===== config.mk =====
export PLATFORM = sky130hd
export DESIGN_NAME = proc_control_unit
export DESIGN_NICKNAME = d
export VERILOG_FILES = /design/src/rtl/proc_control_unit_pkg.sv /design/src/rtl/proc_ctrl_decode.sv /design/src/rtl/proc_control_unit.sv
export SDC_FILE = /design/constraint.sdc
export NUM_CORES = 1
export LEC_CHECK = 0
export CAP_MARGIN = 20
export CORE_UTILIZATION = 25
export DETAILED_ROUTE_END_ITERATION = 7
export MAX_ROUTING_LAYER = met4
export PLACE_DENSITY_LB_ADDON = 0.2
export SETUP_SLACK_MARGIN = 0.2
export SYNTH_ARGS = -nofsm -noshare
export SYNTH_HDL_FRONTEND = slang
export SYNTH_SLANG_ARGS = --single-unit

===== constraint.sdc =====
create_clock -name clk -period 4.1 [get_ports clk]
set_input_delay 0.41 -clock clk [delete_from_list [all_inputs] [get_ports clk]]
set_output_delay 0.41 -clock clk [all_outputs]
set_load 0.03 [all_outputs]

===== src/rtl/proc_control_unit_pkg.sv =====
// Shared constants for the processor control unit: opcodes, bus selects,
// ALU codes and the sequencer state type.
package proc_control_unit_pkg;

    typedef enum logic [1:0] {
        ST_FETCH  = 2'd0,
        ST_LOAD_A = 2'd1,
        ST_EXEC   = 2'd2,
        ST_WRITE  = 2'd3
    } state_t;

    localparam logic [2:0] OP_MOVI = 3'b000;
    localparam logic [2:0] OP_ADD  = 3'b001;
    localparam logic [2:0] OP_ADDI = 3'b010;
    localparam logic [2:0] OP_SUB  = 3'b011;

    localparam logic [3:0] SEL_R0  = 4'd0;
    localparam logic [3:0] SEL_R1  = 4'd1;
    localparam logic [3:0] SEL_R2  = 4'd2;
    localparam logic [3:0] SEL_R3  = 4'd3;
    localparam logic [3:0] SEL_R4  = 4'd4;
    localparam logic [3:0] SEL_R5  = 4'd5;
    localparam logic [3:0] SEL_R6  = 4'd6;
    localparam logic [3:0] SEL_R7  = 4'd7;
    localparam logic [3:0] SEL_IMM = 4'd8;
    localparam logic [3:0] SEL_G   = 4'd9;

    localparam logic [2:0] ALU_ADD  = 3'b001;
    localparam logic [2:0] ALU_SUB  = 3'b010;
    localparam logic [2:0] ALU_IDLE = 3'b100;

    function automatic logic [7:0] reg_onehot(input logic [2:0] idx);
        return 8'd1 << idx;
    endfunction

    function automatic logic is_alu_op(input logic [2:0] op);
        return (op == OP_ADD) || (op == OP_ADDI) || (op == OP_SUB);
    endfunction

endpackage


===== src/rtl/proc_ctrl_decode.sv =====
// Combinational output decode: maps sequencer state + instruction register
// to datapath controls; hold masks every side-effecting enable.
module proc_ctrl_decode
    import proc_control_unit_pkg::*;
(
    input  state_t      i_state,
    input  logic [8:0]  i_ir,
    input  logic        i_hold,
    output logic [3:0]  o_mux_sel,
    output logic [7:0]  o_r_en,
    output logic        o_a_in,
    output logic        o_g_in,
    output logic [2:0]  o_alu_op,
    output logic        o_done,
    output logic        o_err,
    output logic        o_din_ready
);

    logic [2:0] w_op;
    logic [2:0] w_rx;
    logic [2:0] w_ry;

    assign w_op = i_ir[8:6];
    assign w_rx = i_ir[5:3];
    assign w_ry = i_ir[2:0];

    always_comb begin
        o_mux_sel   = SEL_R0;
        o_r_en      = 8'd0;
        o_a_in      = 1'b0;
        o_g_in      = 1'b0;
        o_alu_op    = ALU_IDLE;
        o_done      = 1'b0;
        o_err       = 1'b0;
        o_din_ready = 1'b0;
        case (i_state)
            ST_FETCH: o_din_ready = 1'b1;
            ST_LOAD_A: begin
                if (w_op == OP_MOVI) begin
                    o_mux_sel = SEL_IMM;
                    o_r_en    = reg_onehot(w_rx);
                    o_done    = 1'b1;
                end else if (is_alu_op(w_op)) begin
                    o_mux_sel = {1'b0, w_rx};
                    o_a_in    = 1'b1;
                end else begin
                    o_err = 1'b1;
                end
            end
            ST_EXEC: begin
                o_g_in    = 1'b1;
                o_mux_sel = (w_op == OP_ADDI) ? SEL_IMM : {1'b0, w_ry};
                o_alu_op  = (w_op == OP_SUB) ? ALU_SUB : ALU_ADD;
            end
            ST_WRITE: begin
                o_mux_sel = SEL_G;
                o_r_en    = reg_onehot(w_rx);
                o_done    = 1'b1;
            end
            default: ;
        endcase
        // Bus select and ALU code may still show the frozen step; nothing latches them.
        if (i_hold) begin
            o_r_en      = 8'd0;
            o_a_in      = 1'b0;
            o_g_in      = 1'b0;
            o_done      = 1'b0;
            o_err       = 1'b0;
            o_din_ready = 1'b0;
        end
    end

endmodule


===== src/rtl/proc_control_unit.sv =====
// Multi-cycle processor controller: fetches 9-bit instructions and sequences
// movi / add / addi / sub through LOAD_A, EXEC and WRITE.
module proc_control_unit
    import proc_control_unit_pkg::*;
(
    input  logic        clk,
    input  logic        rst,
    input  logic [8:0]  din,
    input  logic        din_valid,
    output logic        din_ready,
    input  logic        hold,
    output logic [8:0]  ir,
    output logic [3:0]  mux_sel,
    output logic [7:0]  r_en,
    output logic        a_in,
    output logic        g_in,
    output logic [2:0]  alu_op,
    output logic        done,
    output logic        err,
    output logic [15:0] retired
);

    state_t      r_state;
    state_t      w_next;
    logic [8:0]  r_ir;
    logic [15:0] r_retired;
    logic        w_accept;

    assign w_accept = (r_state == ST_FETCH) && din_valid && din_ready;

    always_ff @(posedge clk or posedge rst) begin
        if (rst) r_state <= ST_FETCH;
        else     r_state <= w_next;
    end

    always_comb begin
        w_next = r_state;
        if (!hold) begin
            case (r_state)
                ST_FETCH:  if (w_accept) w_next = ST_LOAD_A;
                ST_LOAD_A: w_next = is_alu_op(r_ir[8:6]) ? ST_EXEC : ST_FETCH;
                ST_EXEC:   w_next = ST_WRITE;
                ST_WRITE:  w_next = ST_FETCH;
                default:   w_next = ST_FETCH;
            endcase
        end
    end

    proc_ctrl_decode u_decode (
        .i_state     (r_state),
        .i_ir        (r_ir),
        .i_hold      (hold),
        .o_mux_sel   (mux_sel),
        .o_r_en      (r_en),
        .o_a_in      (a_in),
        .o_g_in      (g_in),
        .o_alu_op    (alu_op),
        .o_done      (done),
        .o_err       (err),
        .o_din_ready (din_ready)
    );

    // done is already masked by hold, so the counter freezes with the state.
    always_ff @(posedge clk or posedge rst) begin
        if (rst) begin
            r_ir      <= 9'd0;
            r_retired <= 16'd0;
        end else begin
            if (w_accept) r_ir <= din;
            if (done)     r_retired <= r_retired + 16'd1;
        end
    end

    assign ir      = r_ir;
    assign retired = r_retired;

endmodule


==> impl_results.md, run 1 <==
- Critical Path End Type: output pin
- Vias in the first global route: 1277
- Hpwl dp: 2.64 mm
- Overall Power: 1.30 mW
- Vias: 1210
- Final Hold Vio Count: 0
- CTS root buffer: clkbuf_8
- Max FO, Critical Path: 8
- Initial antenna violation count: 0
- Core area: 5240 um2
- Max Cap Viol: 0
- Layout cell share with drive strength beyond 1: 10.0%
- Final ANT Viol Nets: 0
- Buf/Inv on CP: 3
- # hold bufs at CTS: 0
- Syn_nets: 146
- Final nets: 205
- Pin count of the biggest net entering global routing: 28
- CTS resizes: 0
- Placement Rows: 26
- Die Span X: 76.5 um
- Placed Area: 2030 um2
- Fmax: 337 MHz
- CTS H-Tree Depth: 1
- Antenna cells: 0
- Post-DR wirelength/cell: 13.7 um
- Fillers: 525
- Final Cycle Share: 72.3%
- Async SR Flop Fraction: 100%
- Unique cell type count in the Yosys netlist: 37
- Slowest stage cell, crit path: clkdlybuf4s50_1
- Die ar.: 5860 um2
- Yosys warnings: 0
- CTS clk-pin slew, worst paths: 0.10 ns
- Synth Flop Type: dfrtp_1
- First drt pass iteration count: 4
- Startpoint Class: primary input
- GRT Resource Usage Total: 13.5%
- Required @ worst endpoint: 3.69 ns
- Top-area cell type share of the netlist area: 48.6%
- Grt total ovfl: 0
- Final instance area: 2100 um2
- Pin slew with the least headroom to its limit: 0.470 ns
- Inst Count DP: 255
- Area leader, netlist: dfrtp_1
- Min-delay worst type: in -> async
- Leak Pwr: 0.844 nW
- Clk buf depth: 2
- Setup Viol. Count Final: 0
- Ranking of synthesized cells by area: dfrtp_1 49%, xnor2_1 6.9%, mux2_2 6.5%, nand2_1 4.6%, nor3_1 2.9%
- Number of flops mapped to enable cells by yosys: 0
- # clock sinks: 27
- Cell Chain, Critical Path: clkdlybuf4s50_1 -> and2b_1 -> o21ai_1 -> inv_1 -> nand2_1 -> nor3_1 -> clkdlybuf4s50_1
- Final non-filler cell total: 260
- 1st-iter DRT viols: 24
- Arrival @ worst endpoint: 2.55 ns
- Setup ws final: 1.14 ns
- Most used cell, CP: clkdlybuf4s50_1
- Pre-CTS setup slack: 1.11 ns
- Initial Utilization: 26.5%
- Slowest stage delay, CP: 0.69 ns
- Min Tclk post-route: 2.96 ns
- Worst-Skew Late Latency: 0.28 ns
- Number of port buffers: 57
- Syn avg cell area: 10.5 um2
- Die height: 76.5 um
- Pwr Density: 619 nW/um2
- Global-route wire length before repair: 6.20 mm
- Synthesis-to-layout area growth: 51.4%
- Register area share after synthesis: 48.6%
- Clk_skew: 0.00725 ns
- CTS tree: done
- RSZ-0062 raised after global routing: no
- Netlist Area Pre-Place: 1390 um2
- Max VDD drop: 0.000392 V
- Routed vias/inst: 4.65
- Top Ports: 58
- Final GP Congestion: 0.774
- Status: finished clean
- Drt drc: 0
- Slew Limit Fails: 0
- Setup_tns: 0 ns
- Slew margin rel.: 68.4%
- Number of CTS-inserted buffers: 3
- Setup CP Type: in -> out
- Crit path max-delay family: buffers and inverters
- Total Wirelength: 3.57 mm
- Syn Inst Count: 132
- #FFs+latches synth: 27
- Setup bufs post-CTS: 0
==> path summary, 6_finish.rpt <==
path	start	endpoint	slack (ns)	cells past startpoint
max in group asynchronous	rst	ir[7]	3.24	3
worst max-delay path	hold	r_en[4]	1.14	7
worst min-delay path	rst	retired[1]	0.41	2
min in group clk	retired[15]	retired[15]	0.48	1
worst min register to register	retired[15]	retired[15]	0.48	1
worst max register to register	ir[6]	retired[6]	2.36	4
==> cells by family (layout without fill, tap and decap cells) <==
kind of cell               after synthesis  after routing  synth area share [%]
AOI/OAI and AO/OA                       13             13                  8.29
buffers and inverters                    9             67                  2.88
muxes                                    8              8                  6.49
DFF                                     27             27                  48.6
xor gates and xnor gates                15             15                  9.46
adders and majority gates                1              1                 0.901
and+or+nand+nor                         59             59                  23.3
==> flip-flops by register name, summed over array words and instances (netlist names), named ones only <==
signal	count
ir	9
retired	16
r_state	1
==> cells in the final DEF, fill, tap and decap left out, types with 2 or more instances in the layout <==
cell             count
a22o_1               2
and2_1               3
and4_1               2
clkbuf_8             3
clkdlybuf4s50_1     57
dfrtp_1             27
inv_1                5
mux2_2               8
nand2_1             17
nand2b_1             4
nand3_1              2
nand4_1              5
nor2_1               8
nor3_1               8
o21ai_0              3
xnor2_1             11
xor2_1               4
==> stage by stage <==
step / util, % / hold slack, ns
6_report: 40.1 / 0.412
5_1_grt: 40.1 / 0.433
4_1_cts: 39.6 / 0.488
3_5_place_dp: 38.7 / 0.470
3_3_place_gp: 38.7 / 0.458
2_1_floorplan: - / 0.463
==> routing by layer <==
metal,vias up,share of wire [%],GRT usage (%)
li1,576,-,-
met1,593,42,15.1
met2,39,51,23.7
met3,2,6.7,4.55
met4,0,0.39,1.92
met5,-,0,-
==> cell usage after synthesis (2+ instances only) <==
master / number
o21ai_0: 3
a22o_1: 2
mux2_2: 8
nor3_1: 8
buf_2: 2
nand4_1: 5
xor2_1: 4
and2_1: 3
dfrtp_1: 27
inv_1: 5
nand2_1: 17
nand3_1: 2
and4_1: 2
xnor2_1: 11
nand2b_1: 4
nor2_1: 8
==> power breakdown <==
part	switching, mW	internal (mW)
Sequential	0.131	0.336
Combinational	0.375	0.299
Clock	0.0897	0.0691
==> layout make-up <==
cell class | count | area (um2) | area share, %
timing repair buffer | 58 | 598 | 28.5
inverter | 5 | 18.8 | 0.893
multi-input combinational | 96 | 673 | 32.0
clock inverter | 1 | 7.51 | 0.357
tap | 70 | 87.6 | 4.17
clock buffer | 3 | 41.3 | 1.96
sequential | 27 | 676 | 32.1
Power figures use the tool's default switching activity.
==> run 2, diff against run 1 <==
==> constraint.sdc (replaced) <==
create_clock -name clk -period 2.38 [get_ports clk]
set_input_delay 0.238 -clock clk [delete_from_list [all_inputs] [get_ports clk]]
set_output_delay 0.238 -clock clk [all_outputs]
set_load 0.03 [all_outputs]
==> impl_results.md, run 2 (synthesis gave the netlist of run 1 again) <==
- Status: finished clean
- Hpwl dp: 2.50 mm
- Slew margin rel.: 72.1%
- Pin slew with the least headroom to its limit: 0.418 ns
- Pint: 1.22 mW
- # hold bufs at CTS: 0
- Startpoint Class: flip-flop
- CTS H-Tree Depth: 1
- First drt pass iteration count: 4
- Setup_tns: 0 ns
- Initial antenna violation count: 0
- Final nets: 211
- CTS tree: done
- Comb pwr share: 53.3%
- Die Span X: 76.5 um
- GR peak layer: met2
- Required @ worst endpoint: 2.14 ns
- Overall Power: 2.25 mW
- Min-delay worst type: in -> async
- Sw frac: 45.6%
- Share of power burned in registers: 34.7%
- Critical Path End Type: output pin
- Pwr Density: 1070 nW/um2
- Number of CTS-inserted buffers: 3
- Number of port buffers: 57
- Setup Viol. Count Final: 0
- 1st-iter DRT viols: 25
- Met2 Track Usage GR: 20.5%
- Die ar.: 5860 um2
- Worst-Skew Late Latency: 0.27 ns
- Final Cycle Share: 86.8%
- Leak Pwr: 0.923 nW
- Clk buf depth: 2
- Routing usage on met1: 14.7%
- # clock sinks: 27
- Slew Limit Fails: 0
- Clk_skew: 0.00316 ns
- Max Cap Viol: 0
- RSZ-0062 raised after global routing: no
- Drt drc: 0
- Total Wirelength: 3.36 mm
- Largest register FFs: 16
- Clock share of power: 12.0%
- Global-route wire length before repair: 5.62 mm
- Grt total ovfl: 0
- Synthesis-to-layout area growth: 51.6%
- Post-DR wirelength/cell: 12.6 um
- Antenna cells: 0
- Top Ports: 58
- Final ANT Viol Nets: 0
- Arrival @ worst endpoint: 1.83 ns
- Core area: 5240 um2
- Max VDD drop: 0.000844 V
- Most frequent cells in the layout: 42 x clkdlybuf4s50_1, 26 x dfrtp_1, 17 x nand2_1, 11 x xnor2_1, 11 x buf_4
- Max FO, Critical Path: 7
- Placement Rows: 26
- Final Hold Vio Count: 0
- Vias in the first global route: 1220
- GRT Resource Usage Total: 12.4%
- Commonest non-fill, non-tap cell in the layout: clkdlybuf4s50_1
- M3 GR Usage: 3.83%
- Initial Utilization: 26.5%
- CTS root buffer: clkbuf_8
- Setup bufs post-CTS: 0
- Fmax: 484 MHz
- Routed vias/inst: 4.52
- Net Switching: 1.02 mW
- CTS clk-pin slew, worst paths: 0.09 ns
- Vias: 1201
- Setup CP Type: reg -> out
- Layout cell share with drive strength beyond 1: 18.4%
- Die height: 76.5 um
- Pin count of the biggest net entering global routing: 28
- Min Tclk post-route: 2.07 ns
- Final GP Congestion: 0.772
- Post-layout utilization of the core: 40.2%
run 2: cell types whose count changed in the layout (fill, tap and decap cells not counted), moves of 4 or more:
cell,change
clkbuf_2,+4
buf_4,+11
dlygate4sd2_1,+6
clkdlybuf4s50_1,-15
run 2: power groups by stage:
stage | sequential, mW | combinational, mW | clock [mW]
after floorplan | 0.956 | 0.534 | 0
after global placement | 0.777 | 1.23 | 0
after detailed placement | 0.785 | 1.23 | 0
after CTS | 0.777 | 1.21 | 0.277
after global routing | 0.813 | 1.27 | 0.298
final | 0.780 | 1.20 | 0.269
run 2: repair_timing:
item                                    in CTS  in global routing
cloned                                       0                  0
endpoints found under the setup margin      10                  6
gates resized for setup                     11                 10
pin swaps                                    0                  0
run 2: final timing paths:
| check | depth (start not counted) | to | slack [ns] | from |
|---|---|---|---|---|
| min in group clk | 1 | retired[15] | 0.47 | retired[15] |
| setup / recovery | 3 | din_ready | 0.31 | flip-flop |
| hold reg to reg | 1 | retired[15] | 0.47 | retired[15] |
| max in group asynchronous | 3 | ir[7] | 1.78 | rst |
| hold / removal | 3 | retired[15] | 0.32 | rst |
| setup reg to reg | 4 | ir[4] | 0.62 | flip-flop |
run 2: stage by stage:
stage	hold slack [ns]	cells	area (um2)	setup slack [ns]
4_1_cts	0.335	266	2110	0.248
5_1_grt	0.350	266	2110	0.212
3_3_place_gp	0.458	262	2080	0.141
6_report	0.318	266	2110	0.313
3_5_place_dp	0.465	262	2080	0.126
2_1_floorplan	0.291	132	1400	0.203
run 2: layout make-up:
type / instances / area, um2
Fill cell: 516 / 3130
Multi-Input combinational cell: 96 / 689
Sequential cell: 27 / 677
Timing Repair Buffer: 64 / 588
Tap cell: 70 / 87.6
Clock buffer: 4 / 45.0
Inverter: 5 / 18.8
run 2: metal layers:
metal | vias to the layer above | share of wire (%)
met5 | - | 0
met2 | 38 | 50
li1 | 593 | -
met3 | 2 | 6.0
met4 | 0 | 0.51
met1 | 568 | 44
run 2: critical path, cell delays in order (launching register included):
cell and delay (ns):
dfrtp_1 0.44, buf_4 0.18, nor3_1 0.23, clkdlybuf4s50_1 0.71
==> run 3, diff against run 2 <==
--- a/config.mk
+++ b/config.mk
@@ -6,7 +6,7 @@
 export NUM_CORES = 1
 export LEC_CHECK = 0
 export CAP_MARGIN = 20
-export CORE_UTILIZATION = 25
+export CORE_UTILIZATION = 38
 export DETAILED_ROUTE_END_ITERATION = 7
 export MAX_ROUTING_LAYER = met4
 export PLACE_DENSITY_LB_ADDON = 0.2
==> impl_results.md, run 3 (synthesis gave the netlist of run 1 again) <==
- Number of port buffers: 57
- # hold bufs at CTS: 0
- Final ANT Viol Nets: 0
- Antenna cells: 0
- Post-DR wirelength/cell: 12.9 um
- Core area: 3420 um2
- Max Cap Viol: 0
- R2R cell count: 5
- Reg2Reg Setup Slack: 0.57 ns
- Most frequent cells in the layout: 39 x clkdlybuf4s50_1, 23 x dfrtp_1, 17 x nand2_1, 11 x xnor2_1, 10 x buf_4
- Number of CTS-inserted buffers: 3
- Grt total ovfl: 0
- Synthesis-to-layout area growth: 48.3%
- Slowest stage cell, crit path: clkdlybuf4s50_1
- Final Cycle Share: 86.2%
- Final non-filler cell total: 242
- Hpwl dp: 2.37 mm
- Clk buf depth: 2
- Die Span X: 62.5 um
- Placement Rows: 21
- Worst-Skew Late Latency: 0.31 ns
- Final Hold Vio Count: 0
- Routed vias/inst: 5.02
- Min Tclk post-route: 2.05 ns
- Startpoint Class: flip-flop
- Critical Path End Type: output pin
- Inst Count DP: 237
- 1st-iter DRT viols: 53
- Initial antenna violation count: 0
- Layout cell share with drive strength beyond 1: 20.4%
- Crit path capture: g_in
- Drt drc: 0
- Die ar.: 3900 um2
- # clock sinks: 27
- Final GP Congestion: 0.728
- Initial Utilization: 40.7%
- Final nets: 211
- Pin count of the biggest net entering global routing: 28
- CTS clk-pin slew, worst paths: 0.13 ns
- Commonest non-fill, non-tap cell in the layout: clkdlybuf4s50_1
- Fmax: 488 MHz
- CTS root buffer: clkbuf_4
- CTS tree: done
- Leak Pwr: 0.941 nW
- Top Ports: 58
- Max VDD drop: 0.000666 V
- Slew Limit Fails: 0
- R2R Path End: retired[10]
- Required @ worst endpoint: 2.14 ns
- Largest register FFs: 16
- RSZ-0062 raised after global routing: no
- Global-route wire length before repair: 5.31 mm
- Critical Path Start: r_state[0]
- Vias: 1214
- Die height: 62.5 um
- Setup_tns: 0 ns
- Pwr Density: 1050 nW/um2
- Vias in the first global route: 1156
- Cell Chain, Critical Path: nand2b_1 -> nor2_1 -> clkdlybuf4s50_1
- Critical path depth: 3
- Buf/Inv on CP: 1
- Clk_skew: 0.00131 ns
- Min-delay worst type: in -> async
- First drt pass iteration count: 4
- Worst r2r src: ir[6]
- Total Wirelength: 3.12 mm
- CTS H-Tree Depth: 1
- Slowest stage delay, CP: 0.68 ns
- Setup Viol. Count Final: 0
- GRT Resource Usage Total: 17.7%
- Status: finished clean
- Max FO, Critical Path: 7
- Crit path max-delay family: buffers and inverters
- Setup CP Type: reg -> out
- Slew margin rel.: 72.2%
- Pin slew with the least headroom to its limit: 0.416 ns
- Arrival @ worst endpoint: 1.81 ns
## run 3: cell types whose count changed in the layout (fill, tap and decap cells not counted), sizes merged
| cell | delta |
|---|---|
| clkdlybuf4s50 | -3 |
| buf | -1 |
| dlymetal6s2s | +2 |
| dlygate4sd2 | -1 |
| clkbuf | +2 |
| clkdlybuf4s15 | +1 |
## run 3: area by class of cell
cell class                 count  area (um2)
fill                         305        1360
tap                           46        57.6
timing repair buffer          64         587
inverter                       5        18.8
clock buffer                   4        26.3
sequential                    27         681
multi-input combinational     96         689
## run 3: timing repair
action | CTS | global route
setup buffers | 0 | 1
cloned | 0 | 0
pin swaps | 0 | 0
setup endpoints to repair | 13 | 10
gates resized for setup | 15 | 19
## run 3: worst min-delay path: stages
cell	delay, ns
clkdlybuf4s50_1	0.39
inv_1	0.05
buf_4	0.31
## run 3: how the worst min path moves through the flow
stage	from	end	cells after the start	slack (ns)
floorplan	rst	asynchronous set/reset pin	1	0.29
global placement	retired[15]	retired[15]	1	0.46
detailed placement	retired[15]	retired[15]	1	0.46
CTS	rst	retired[14]	3	0.28
global route	rst	retired[14]	3	0.29
finish	rst	retired[7]	3	0.27
## run 3: metal layers
metal / wire (um) / vias to the layer above / part of all wire [%] / track usage, %
li1: - / 593 / - / -
met2: 1640 / 33 / 53 / 31.7
met4: 18 / 0 / 0.58 / 5.23
met5: 0 / - / 0 / -
met3: 160 / 2 / 5.1 / 3.28
met1: 1300 / 586 / 42 / 20.0
## run 3: power breakdown
part           leakage [nW]  switching (mW)  internal, mW
registers             0.347           0.218         0.586
logic                 0.580           0.651         0.510
clock network        0.0150           0.122        0.0654
total                 0.941           0.991          1.16
## run 3: stage by stage
step           hold slack [ns]  util [%]  instance area [um2]  power [mW]  setup WS (ns)
6_report                 0.267      60.3                 2060        2.15          0.329
5_1_grt                  0.285      60.3                 2060        2.30          0.216
4_1_cts                  0.276      60.3                 2060        2.16          0.213
3_5_place_dp             0.459      59.9                 2040        1.99         0.0668
3_3_place_gp             0.457      59.9                 2040        1.98          0.138
2_1_floorplan            0.291         -                 1400        1.49          0.203
